`src/rtl/ac_write_arbiter.sv`:
```
// Write sequencer for the accumulator: grants one of clear / memory-load / ALU-result per
// write cycle, drives the matching one-hot strobe, then returns a one-cycle ack.
module ac_write_arbiter #(
  parameter int CNT_W = 8
) (
  input  logic             clk,
  input  logic             reset,
  input  logic             req_mem,
  input  logic             req_alu,
  input  logic             req_clr,
  output logic             ac_write_en,
  output logic             ac_alu_write_en,
  output logic             ac_reset,
  output logic             ack_mem,
  output logic             ack_alu,
  output logic             ack_clr,
  output logic             busy,
  output logic [CNT_W-1:0] conflict_cnt,
  output logic [1:0]       state_dbg
);

  // Handshake: req_* is a level held by the requester until its ack_* pulse. A request is
  // granted at an IDLE/ACK edge, strobed for one cycle, and acked in the cycle after that.
  // A requester whose ack is high this cycle is not eligible, so a held req re-arbitrates.
  typedef enum logic [1:0] {
    IDLE   = 2'd0,
    STROBE = 2'd1,
    ACK    = 2'd2
  } state_t;

  state_t             state_q, state_d;
  logic               last_rr_q, last_rr_d;  // 1 = last mem/alu grant went to alu
  logic               wr_q, wr_d;
  logic               alu_q, alu_d;
  logic               clr_q, clr_d;
  logic               ack_mem_q, ack_mem_d;
  logic               ack_alu_q, ack_alu_d;
  logic               ack_clr_q, ack_clr_d;
  logic               busy_q, busy_d;
  logic [CNT_W-1:0]   cnt_q, cnt_d;

  logic elig_mem, elig_alu, elig_clr;
  logic g_mem, g_alu, g_clr;
  logic any_elig, multi_elig;

  assign elig_mem = req_mem & ~ack_mem_q;
  assign elig_alu = req_alu & ~ack_alu_q;
  assign elig_clr = req_clr & ~ack_clr_q;

  // Clear has absolute priority; a mem/alu tie goes to whichever did not win last time.
  assign g_clr = elig_clr;
  assign g_mem = ~elig_clr & elig_mem & (~elig_alu | last_rr_q);
  assign g_alu = ~elig_clr & elig_alu & (~elig_mem | ~last_rr_q);

  assign any_elig   = elig_mem | elig_alu | elig_clr;
  assign multi_elig = (elig_mem & elig_alu) | (elig_clr & (elig_mem | elig_alu));

  always_comb begin
    state_d   = state_q;
    last_rr_d = last_rr_q;
    wr_d      = 1'b0;
    alu_d     = 1'b0;
    clr_d     = 1'b0;
    ack_mem_d = 1'b0;
    ack_alu_d = 1'b0;
    ack_clr_d = 1'b0;
    cnt_d     = cnt_q;
    case (state_q)
      IDLE, ACK: begin
        if (any_elig) begin
          state_d = STROBE;
          wr_d    = g_mem;
          alu_d   = g_alu;
          clr_d   = g_clr;
          if (g_mem) last_rr_d = 1'b0;
          if (g_alu) last_rr_d = 1'b1;
          if (multi_elig && (cnt_q != {CNT_W{1'b1}}))
            cnt_d = cnt_q + {{(CNT_W-1){1'b0}}, 1'b1};
        end else begin
          state_d = IDLE;
        end
      end
      STROBE: begin
        // The write is committed by the strobe, so the ack follows even if req dropped.
        state_d   = ACK;
        ack_mem_d = wr_q;
        ack_alu_d = alu_q;
        ack_clr_d = clr_q;
      end
      default: state_d = IDLE;
    endcase
    busy_d = (state_d != IDLE);
  end

  always_ff @(posedge clk) begin
    if (reset) begin
      state_q   <= IDLE;
      last_rr_q <= 1'b1;
      wr_q      <= 1'b0;
      alu_q     <= 1'b0;
      clr_q     <= 1'b0;
      ack_mem_q <= 1'b0;
      ack_alu_q <= 1'b0;
      ack_clr_q <= 1'b0;
      busy_q    <= 1'b0;
      cnt_q     <= '0;
    end else begin
      state_q   <= state_d;
      last_rr_q <= last_rr_d;
      wr_q      <= wr_d;
      alu_q     <= alu_d;
      clr_q     <= clr_d;
      ack_mem_q <= ack_mem_d;
      ack_alu_q <= ack_alu_d;
      ack_clr_q <= ack_clr_d;
      busy_q    <= busy_d;
      cnt_q     <= cnt_d;
    end
  end

  assign ac_write_en     = wr_q;
  assign ac_alu_write_en = alu_q;
  assign ac_reset        = clr_q;
  assign ack_mem         = ack_mem_q;
  assign ack_alu         = ack_alu_q;
  assign ack_clr         = ack_clr_q;
  assign busy            = busy_q;
  assign conflict_cnt    = cnt_q;
  assign state_dbg       = state_q;

endmodule
```
`config.mk`:
```
export PLATFORM = sky130hd
export DESIGN_NAME = ac_write_arbiter
export DESIGN_NICKNAME = d
export VERILOG_FILES = /design/src/rtl/ac_write_arbiter.sv
export SDC_FILE = /design/constraint.sdc
export NUM_CORES = 1
export LEC_CHECK = 0
export ABC_AREA = 1
export CAP_MARGIN = 20
export CORE_AREA = 2 2 55 47
export CTS_CLUSTER_DIAMETER = 40
export DETAILED_ROUTE_END_ITERATION = 10
export DIE_AREA = 0 0 57 49
export GPL_TIMING_DRIVEN = 0
export PLACE_DENSITY = 0.71
export SETUP_SLACK_MARGIN = 0.15
export SLEW_MARGIN = 25
export SYNTH_ARGS = -nofsm -noshare
export SYNTH_HDL_FRONTEND = slang
export SYNTH_SLANG_ARGS = --single-unit
```
`constraint.sdc`:
```
create_clock -name clk -period 3.42 [get_ports clk]
set_clock_uncertainty 0.1 [all_clocks]
set_input_delay 0.684 -clock clk [delete_from_list [all_inputs] [get_ports clk]]
set_output_delay 0.684 -clock clk [all_outputs]
set_load 0.01 [all_outputs]
```
==> impl_metrics.py, run 1 <==
metrics = {
    "critical_path": {
        "timing.critical_path.buf_inv": 1,
        "cp_data_required_time_ns": 2.64,
        "critical_path_peak_fanout": 6,
        "worst_setup_path_end_kind": "output pin",
        "worstSetupStartpointType": "flip-flop",
        "timing.setup.critical_path_class": "reg -> out",
        "critPathSlowestCell": "clkdlybuf4s50_1",
        "cp_cell_sequence": "clkdlybuf4s50_1",
        "worst_path_largest_cell_delay_ns": 0.58,
        "cp.arrival_ns": 1.33,
        "critPathTopFamily": "buffers and inverters",
    },
    "global_routing": {
        "grt_pass1_vias": 695,
        "globalRoute.busiestLayer": "met2",
        "grt_antenna_before_repair": 0,
        "grt_use_met1_pct": 17.05,
        "grt.overflow.total": 0,
        "grt_util_met2_pct": 22.03,
        "met3_usage_pct": 2.387,
        "grt_util_all_layers_pct": 13.39,
        "wire_length_of_the_first_global_routing_pass_mm": 2.960,
        "grt_start_max_net_pins": 11,
    },
    "pwr": {
        "peakVddDrop_v": 0.0001885,
        "power.internal_uw": 284.2,
        "cellLeakagePower_uw": 0.0004444,
        "seqPwrFrac_pct": 58.4,
        "sw_frac_of_total_pct": 25.59,
        "post-layout-total-power_uw": 382.0,
        "power_share_of_the_combinational_group_pct": 15.0,
        "clockPowerShare_pct": 26.6,
        "power-per-cell-area_nw_per_um2": 340.3,
        "total_switching_power_uw": 97.74,
    },
    "sta": {
        "rsz0062_at_grt": "no",
        "hold_viol": 0,
        "final-max-slew-violation-count": 0,
        "layout_setup_ws_ns": 1.305,
        "fmaxAchievable_ghz": 0.4727,
        "timing_worst_slew_pin_value_ns": 0.4203,
        "totalNegativeSetupSlack_ns": 0,
        "max_slew_margin_pct": 71.98,
        "final_period_minus_worst_setup_slack_ns": 2.115,
        "timing.final.crit_share_pct": 61.85,
        "setup_viol": 0,
    },
    "clock_network": {
        "cts_buffers": 3,
        "post-cts-setup-buffers": 0,
        "clk-insertion-delay-late_ns": 0.29,
        "clockRootBuffer": "clkbuf_4",
        "resized_after_cts": 0,
        "cts-hold-fix-buffers": 0,
        "cts_sinks": 18,
        "clk_pin_slew_worst_paths_ns": 0.10,
        "htreeDepth": 1,
        "clock_tree_from_tritoncts": "done",
        "clock_path_buffers": 2,
    },
    "die": {
        "floorplan.die.width_um": 57,
        "io-pin-count": 22,
        "floorplan.die.height_um": 49,
        "start_util_pct": 37.50,
        "fp.coreArea_sq_um": 2282,
        "die-area_sq_um": 2793,
        "row_count": 16,
    },
    "placement": {
        "placed_cell_area_sq_um": 1100,
        "place.gp.congestion": 0.7610,
        "count_of_buffers_from_port_buffering": 21,
        "place_hpwl_mm": 1.376,
        "dp_slack_ns": 1.170,
    },
    "cells_and_area": {
        "num-nets-final": 147,
        "area_growth_from_synthesis_to_layout_pct": 31.14,
        "post-route-util_pct": 49.18,
        "layout-drive-gt1-share_pct": 15.11,
        "area.sequential_sq_um": 360.3,
        "final_cell_area_sq_um": 1122,
        "antenna_fix_cells": 0,
        "multi_input_comb_area_sq_um": 415.4,
        "layout.filler_cells": 238,
    },
    "logic_synthesis": {
        "ys_seq_elements": 18,
        "yosysUniqueCellTypes": 22,
        "netlist_area_sq_um": 855.8,
        "synthCells": 115,
        "syn_area_per_cell_sq_um": 7.442,
        "yosysWarningCount": 0,
        "seq_area_frac_synth_pct": 42.11,
        "post_synthesis_net_count": 121,
    },
    "detailed_routing": {
        "wirelength_mm": 1.743,
        "routed_wire_length_per_instance_um": 10.50,
        "detailedRoute.firstPassIterationCount": 4,
        "viasPerCell": 4.651,
        "drt_iter0_markers": 11,
        "dr_total_vias": 772,
        "route.antenna.remaining_nets": 0,
        "drc_errors": 0,
    },
    "min_path": {
        "holdCritPathClass": "reg -> reg",
    },
    "run": {
        "maxCapViolations": 0,
    },
    "outcome": {
        "outcome": "finished, final reports clean",
    },
}
cells by family (layout without fill, tap and decap cells):
family	count (synthesis)	count (layout)	synth area share (%)
buffers and inverters	21	45	9.356
adder cells (fa/ha/maj)	1	1	1.462
flip-flops	18	18	42.11
AND/OR/NAND/NOR	58	58	33.19
XOR/XNOR	3	3	3.071
AO/OA/AOI/OAI	14	14	10.82
flip-flops by register name, indices dropped and copies added, names as in the netlist:
| name | flops |
|---|---|
| busy | 1 |
| ack_alu | 1 |
| ac_reset | 1 |
| ack_clr | 1 |
| ac_write_en | 1 |
| ac_alu_write_en | 1 |
| ack_mem | 1 |
| last_rr_q | 1 |
| conflict_cnt | 8 |
| state_dbg | 2 |
cell type report:
class	instances	share of cell area, %
Clock buffer	3	2.007
Sequential cell	18	32.11
Timing Repair Buffer	21	18.73
Tap cell	27	3.010
Multi-Input combinational cell	76	37.01
Buffer	1	0.4459
Inverter	20	6.689
worst paths after layout:
path | start | endpoint | slack (ns) | cells past startpoint
max | conflict_cnt[2] | conflict_cnt[2] | 1.30 | 1
min | ac_alu_write_en | ack_alu | 0.33 | 2
max reg2reg | conflict_cnt[0] | conflict_cnt[4] | 1.91 | 7
min reg2reg | ac_alu_write_en | ack_alu | 0.33 | 2
layout by cell type, fill, tap and decap left out, drive strengths merged:
cell,count
clkinv,1
ha,1
dfxtp,18
o21ai,4
clkdlybuf4s50,21
nor3,2
inv,19
nor2,12
buf,1
nand2,29
xnor2,2
clkbuf,3
nand3,15
a21oi,10
xor2,1
power by group through the flow:
| stage | clock network (uW) | registers, uW | logic, uW |
|---|---|---|---|
| global route | 112 | 224 | 63.6 |
| detailed placement | 0 | 228 | 57.7 |
| finish | 102 | 223 | 57.3 |
| CTS | 106 | 223 | 57.9 |
| global placement | 0 | 228 | 56.2 |
| floorplan | 0 | 231 | 29.1 |
per-layer routing:
metal | part of all wire (%) | vias up
li1 | - | 410
met2 | 48 | 9
met4 | 1.3 | 0
met3 | 3.0 | 2
met5 | 0 | -
met1 | 47 | 351
synth_stat cells, drive strengths merged:
| cell | number | share of area (%) |
|---|---|---|
| nand2 | 29 | 14 |
| dfxtp | 18 | 42 |
| xor2 | 1 | 1.0 |
| inv | 19 | 8.3 |
| nor3 | 2 | 1.2 |
| nand3 | 15 | 11 |
| a21oi | 10 | 8.5 |
| ha | 1 | 1.5 |
| buf | 1 | 0.58 |
| xnor2 | 2 | 2.0 |
| o21ai | 4 | 2.3 |
| nor2 | 12 | 7.0 |
| clkinv | 1 | 0.44 |
metrics by stage:
| stage | cells | hold WS, ns |
|---|---|---|
| 6_report | 166 | 0.3330 |
| 3_3_place_gp | 163 | 0.3122 |
| 3_5_place_dp | 163 | 0.3226 |
| 4_1_cts | 166 | 0.3373 |
| 2_1_floorplan | 115 | 0.3528 |
| 5_1_grt | 166 | 0.3588 |
Power figures use the tool's default switching activity.
==> run 2: changes to the inputs <==
clock period = 2.1 ns   (was 3.42 ns; I/O delays follow)
==> results of run 2 <==
Same layout as run 1 (identical final DEF). Status: finished, final reports clean.
Main changes from that run: setup slack after placement 1.170 ns -> 0.1139 ns; setup slack after layout 1.305 ns -> 0.2486 ns; register-to-register setup slack 1.91 ns -> 0.59 ns; total power 382.0 uW -> 622.1 uW; worst IR drop on VDD 0.0001885 V -> 0.0003069 V
